<file path="config.mk">
export PLATFORM = sky130hd
export DESIGN_NAME = result_collector
export DESIGN_NICKNAME = d
export VERILOG_FILES = /design/src/rtl/result_collector.sv
export SDC_FILE = /design/constraint.sdc
export NUM_CORES = 1
export LEC_CHECK = 0
export BUFFER_PORTS_ARGS = -buffer_cell sky130_fd_sc_hd__buf_4
export CORE_UTILIZATION = 35
export DETAILED_ROUTE_END_ITERATION = 8
export PLACE_DENSITY = 0.62
export SETUP_SLACK_MARGIN = 0.02
export SLEW_MARGIN = 25
export SYNTH_ARGS = -nofsm -noshare
export SYNTH_HDL_FRONTEND = slang
export SYNTH_SLANG_ARGS = --single-unit
</file>
<file path="constraint.sdc">
create_clock -name clk -period 2.1 [get_ports clk]
set_clock_uncertainty 0.05 [all_clocks]
set_input_delay 0.21 -clock clk [delete_from_list [all_inputs] [get_ports clk]]
set_output_delay 0.21 -clock clk [all_outputs]
set_load 0.02 [all_outputs]
</file>
<file path="src/rtl/result_collector.sv">
// Collects one job of signed result words, then streams them out over a valid/ready port.
// Optional RESULT_CHECKSUM_EN macro adds a wrapping checksum of captured words.
module result_collector #(
  parameter int DATA_W = 16,
  parameter int DEPTH  = 9,
  localparam int CNT_W = $clog2(DEPTH + 1)
) (
  input  logic                     clk,
  input  logic                     rst,
  input  logic                     in_valid,
  input  logic signed [DATA_W-1:0] in_data,
  input  logic                     in_done,
  input  logic                     out_ready,
  output logic                     out_valid,
  output logic signed [DATA_W-1:0] out_data,
  output logic                     out_last,
  output logic [CNT_W-1:0]         count,
  output logic                     overflow,
  output logic                     drain_done,
  output logic [DATA_W-1:0]        checksum,
  output logic [1:0]               dbg_state
);

  typedef enum logic [1:0] {
    IDLE    = 2'd0,
    CAPTURE = 2'd1,
    DRAIN   = 2'd2,
    FINISH  = 2'd3
  } state_t;

  state_t                     r_state;
  state_t                     w_next;
  logic signed [DATA_W-1:0]   r_mem [DEPTH];
  logic [CNT_W-1:0]           r_count;
  logic [CNT_W-1:0]           r_rd_ptr;
  logic                       r_overflow;
  logic                       w_capture;
  logic [CNT_W-1:0]           w_wr_addr;
  logic                       w_last;
  logic                       w_xfer;

  // Handshake: a word moves when out_valid && out_ready on a rising edge;
  // while out_ready is low, out_valid/out_data/out_last hold unchanged.
  assign w_last    = (r_state == DRAIN) && (r_rd_ptr == r_count - CNT_W'(1));
  assign w_xfer    = (r_state == DRAIN) && out_ready;
  assign w_capture = in_valid && ((r_state == IDLE) ||
                     ((r_state == CAPTURE) && (r_count < CNT_W'(DEPTH))));
  assign w_wr_addr = (r_state == IDLE) ? '0 : r_count;

  always_ff @(posedge clk or negedge rst) begin
    if (!rst) r_state <= IDLE;
    else      r_state <= w_next;
  end

  always_comb begin
    w_next = r_state;
    case (r_state)
      IDLE:    if (in_valid) w_next = CAPTURE;
      CAPTURE: if (in_done) w_next = DRAIN;
      DRAIN:   if (w_xfer && w_last) w_next = FINISH;
      FINISH:  w_next = IDLE;
      default: w_next = IDLE;
    endcase
  end

  always_comb begin
    out_valid  = 1'b0;
    out_last   = 1'b0;
    drain_done = 1'b0;
    case (r_state)
      DRAIN: begin
        out_valid = 1'b1;
        out_last  = w_last;
      end
      FINISH:  drain_done = 1'b1;
      default: ;
    endcase
  end

  // Storage carries no reset; only words below r_count are ever read.
  always_ff @(posedge clk) begin
    if (w_capture) r_mem[w_wr_addr] <= in_data;
  end

  always_ff @(posedge clk or negedge rst) begin
    if (!rst) begin
      r_count    <= '0;
      r_rd_ptr   <= '0;
      r_overflow <= 1'b0;
    end else begin
      case (r_state)
        IDLE: begin
          if (in_valid) begin
            r_count    <= CNT_W'(1);
            r_overflow <= 1'b0;
          end
        end
        CAPTURE: begin
          if (w_capture)     r_count    <= r_count + CNT_W'(1);
          else if (in_valid) r_overflow <= 1'b1;
        end
        DRAIN: begin
          if (in_valid) r_overflow <= 1'b1;
          if (w_xfer)   r_rd_ptr   <= r_rd_ptr + CNT_W'(1);
        end
        FINISH: begin
          if (in_valid) r_overflow <= 1'b1;
          r_rd_ptr <= '0;
          r_count  <= '0;
        end
        default: ;
      endcase
    end
  end

`ifdef RESULT_CHECKSUM_EN
  logic [DATA_W-1:0] r_checksum;

  // The first word of a job restarts the sum rather than adding to the old one.
  always_ff @(posedge clk or negedge rst) begin
    if (!rst) begin
      r_checksum <= '0;
    end else if (w_capture) begin
      if (r_state == IDLE) r_checksum <= in_data;
      else                 r_checksum <= r_checksum + in_data;
    end
  end

  assign checksum = r_checksum;
`else
  assign checksum = '0;
`endif

  assign out_data  = r_mem[r_rd_ptr];
  assign count     = r_count;
  assign overflow  = r_overflow;
  assign dbg_state = r_state;

endmodule
</file>
==> out/results.tsv <==
stage	metric	value	unit
setup_path	crit_path_end_kind	output port	
detailed_routing	top_layer	met4	
logic_synthesis	synth_edf_count	144	
setup_path	cp_max_fo	17	
grt	grt_pass1_vias	3540	
power	p_clk_share	29.8	%
die	start_util	35.7	%
power	p_sw_share	30.4	%
power	ir_drop	900	uV
grt	grt.total_usage	15.1	%
power	intPower	7.27	mW
logic_synthesis	synth_area_per_cell	18.1	sq um
detailed_routing	drt_iter0_drc	203	
setup_path	cp_data_required_time	1.84	ns
logic_synthesis	synthCells	356	
detailed_routing	wl	12900	um
grt	grt_remaining_overflow	0	
logic_synthesis	ys_seq_elements	155	
logic_synthesis	ys_seq_area_share	71.4	%
logic_synthesis	synth.cell_area	0.00644	sq mm
power	pwr-share-seq	35.7	%
grt	grt_max_degree	38	
cells_and_area	nets	474	
setup_path	cp.arrival	2.05	ns
placement	dp_hpwl	8440	um
timing	setup_slack	-0.210	ns
cells_and_area	seqCellArea	0.00460	sq mm
placement	io_buffers	46	
hold_path	hold_path_class	input port to register	
cells_and_area	final_cell_mix	144 x edfxtp_1, 64 x buf_4, 32 x mux4_2	
die	pin_count	63	
die	die_h	138	um
clock_tree	clk_pin_slew	0.06	ns
placement	gp_congestion	0.857	
logic_synthesis	async_reset_ff_share	7.10	%
timing	grt_setup_unrepaired	true	
grt	grt_pass1_wl	20300	um
detailed_routing	firstDrtPassIters	4	
timing	min_period_over_period	110	%
die	core_area	0.0180	sq mm
detailed_routing	drc	0	
status	violations	negative setup slack	
die	num_rows	49	
cells_and_area	multi_input_area	0.00171	sq mm
logic_synthesis	synthFlopType	edfxtp_1	
detailed_routing	vias	3382	
timing	hold_violations	0	
die	die_area	0.0190	sq mm
logic_synthesis	yosysUniqueCellTypes	38	
setup_path	crit_type	register to output port	
detailed_routing	wl_met1	5710	um
timing	max_slew_margin	65.9	%
die	die_x	138	um
detailed_routing	vias_per_cell	4.92	
clock_tree	cts_tree	yes	
logic_synthesis	synthTopCellsByArea	edfxtp_1 67%, mux4_2 11%, dfrtp_1 4.3%	
status	status	complete, but fails checks	
clock_tree	cts_root_buf	clkbuf_16	
detailed_routing	avgRoutedWirePerCell	18.8	um
cells_and_area	fillers	1576	
run	cap_violations	0	
power	power_density	1300	mW/mm^2
cells_and_area	drive_above_1_share	33.4	%
cells_and_area	utilization	44.7	%
clock_tree	cts_sinks	155	
cells_and_area	final_common_cell	edfxtp_1	
clock_tree	cts_max_path_buffers	2	
timing	fmax	433	MHz
detailed_routing	antenna_left	0	
grt	grt_antenna_before_repair	0	
logic_synthesis	synth_top_cell_area_share	67.1	%
clock_tree	clk_latency	0.41	ns
logic_synthesis	yosys_warnings	0	
clock_tree	htreeDepth	4	
timing	max_slew.worst_pin.slew	0.509	ns
timing	drv_slew	0	
cells_and_area	area_growth	24.9	%
power	power	10.4	mW
timing	setup_viol	16	
clock_tree	cts_made_buffers	17	
placement	place_ws	-0.0173	ns
cells_and_area	diodes	0	
timing	min_period	2.31	ns
detailed_routing	route.met3.wl	494	um
power	power.leakage	2.75	nW
logic_synthesis	synth_top_area_cell	edfxtp_1	
power	pwr-share-comb	34.5	%
detailed_routing	wl_met2	6650	um
setup_path	cp-start-kind	register	
power	p_switching	3.18	mW
layer usage:
metal,GRT usage (%),vias to the layer above
li1,-,1555
met1,19.4,1738
met2,24.4,87
met3,4.16,2
met4,5.43,0
met5,0,-
synthesized netlist by cell type (2+ instances only):
cell,number
ha_1,7
buf_2,9
nor2_1,15
a32o_1,5
mux2i_1,20
o21a_1,3
o221ai_1,2
mux4_2,32
buf_6,2
or3_1,3
nand4_1,5
o21ai_0,4
xnor2_1,2
buf_4,18
nand2b_1,3
dfrtp_1,11
o21ai_1,16
nand2_1,22
nand3_1,4
edfxtp_1,144
inv_1,7
clkbuf_1,3
nor2b_1,3
xor2_1,2
per-stage QoR:
stage | TNS (ns) | instance area (sq um) | instances | hold slack, ns
floorplan | -9.72 | 6520 | 371 | -0.136
global placement | 0 | 7200 | 637 | 0.00521
detailed placement | -0.752 | 7200 | 637 | 0.00494
CTS | -3.43 | 8010 | 686 | 0.00440
global route | -4.28 | 8050 | 687 | 0.0110
finish | -2.72 | 8050 | 687 | 0.0242
sequential cells by signal, summed over array words and instances, names as in the netlist:
| register | flops |
|---|---|
| r_mem | 144 |
| overflow | 1 |
| count | 4 |
| r_rd_ptr | 4 |
| dbg_state | 2 |
worst max-delay path, cell delays in order, from the launching register on:
cell and delay (ns):
dfrtp_2 0.42, buf_12 0.20, mux4_2 0.53, mux2i_1 0.18, o21ai_1 0.10, buf_4 0.18
power groups by stage:
stage	Clock (mW)	Combinational, mW	Sequential, mW
after floorplan	0	2.24	3.83
after global placement	0	3.43	3.78
after detailed placement	0	3.47	3.80
after CTS	3.17	3.60	3.74
after global routing	3.28	3.91	3.75
final	3.11	3.60	3.73
worst paths after layout:
| kind | startpoint | end | slack (ns) | depth (start not counted) |
|---|---|---|---|---|
| max in group asynchronous | rst | r_rd_ptr[0] | 1.71 | 2 |
| worst max register to register | count[1] | dbg_state[1] | 0.15 | 7 |
| worst min register to register | overflow | overflow | 0.49 | 2 |
| min in group asynchronous | rst | r_rd_ptr[2] | 0.12 | 2 |
| worst min-delay path | in_data[9] | r_mem[8][9] | 0.02 | 1 |
| worst max-delay path | r_rd_ptr[0] | out_data[4] | -0.21 | 5 |
cell families (layout without fill, tap and decap cells):
| logic type | Yosys count | count (layout) | synth area share [%] |
|---|---|---|---|
| compound gates | 34 | 34 | 3.53 |
| xor+xnor | 5 | 5 | 0.893 |
| fa+ha+maj | 7 | 7 | 1.36 |
| buf+inv | 41 | 128 | 3.85 |
| flops | 155 | 155 | 71.4 |
| mux | 53 | 53 | 14.5 |
| other cells | 1 | 16 | 0.0582 |
| simple gates | 60 | 60 | 4.45 |
area by class of cell:
cell class / instances / area share [%]
tap: 229 / 3.56
sequential: 155 / 57.2
timing repair buffer: 89 / 10.2
clock buffer: 18 / 5.33
inverter: 8 / 0.373
multi-input combinational: 175 / 21.2
clock inverter: 13 / 2.18
timing repair:
action / in CTS / in global routing
hold endpoints to repair: 146 / 0
setup endpoints to repair: 80 / 83
pin swaps: 0 / 1
buffers inserted: 1 / 1
hold buffers: 16 / 0
cloned: 1 / 0
resized for setup: 4 / 7
Note: power is estimated with default switching activity, not from simulation.
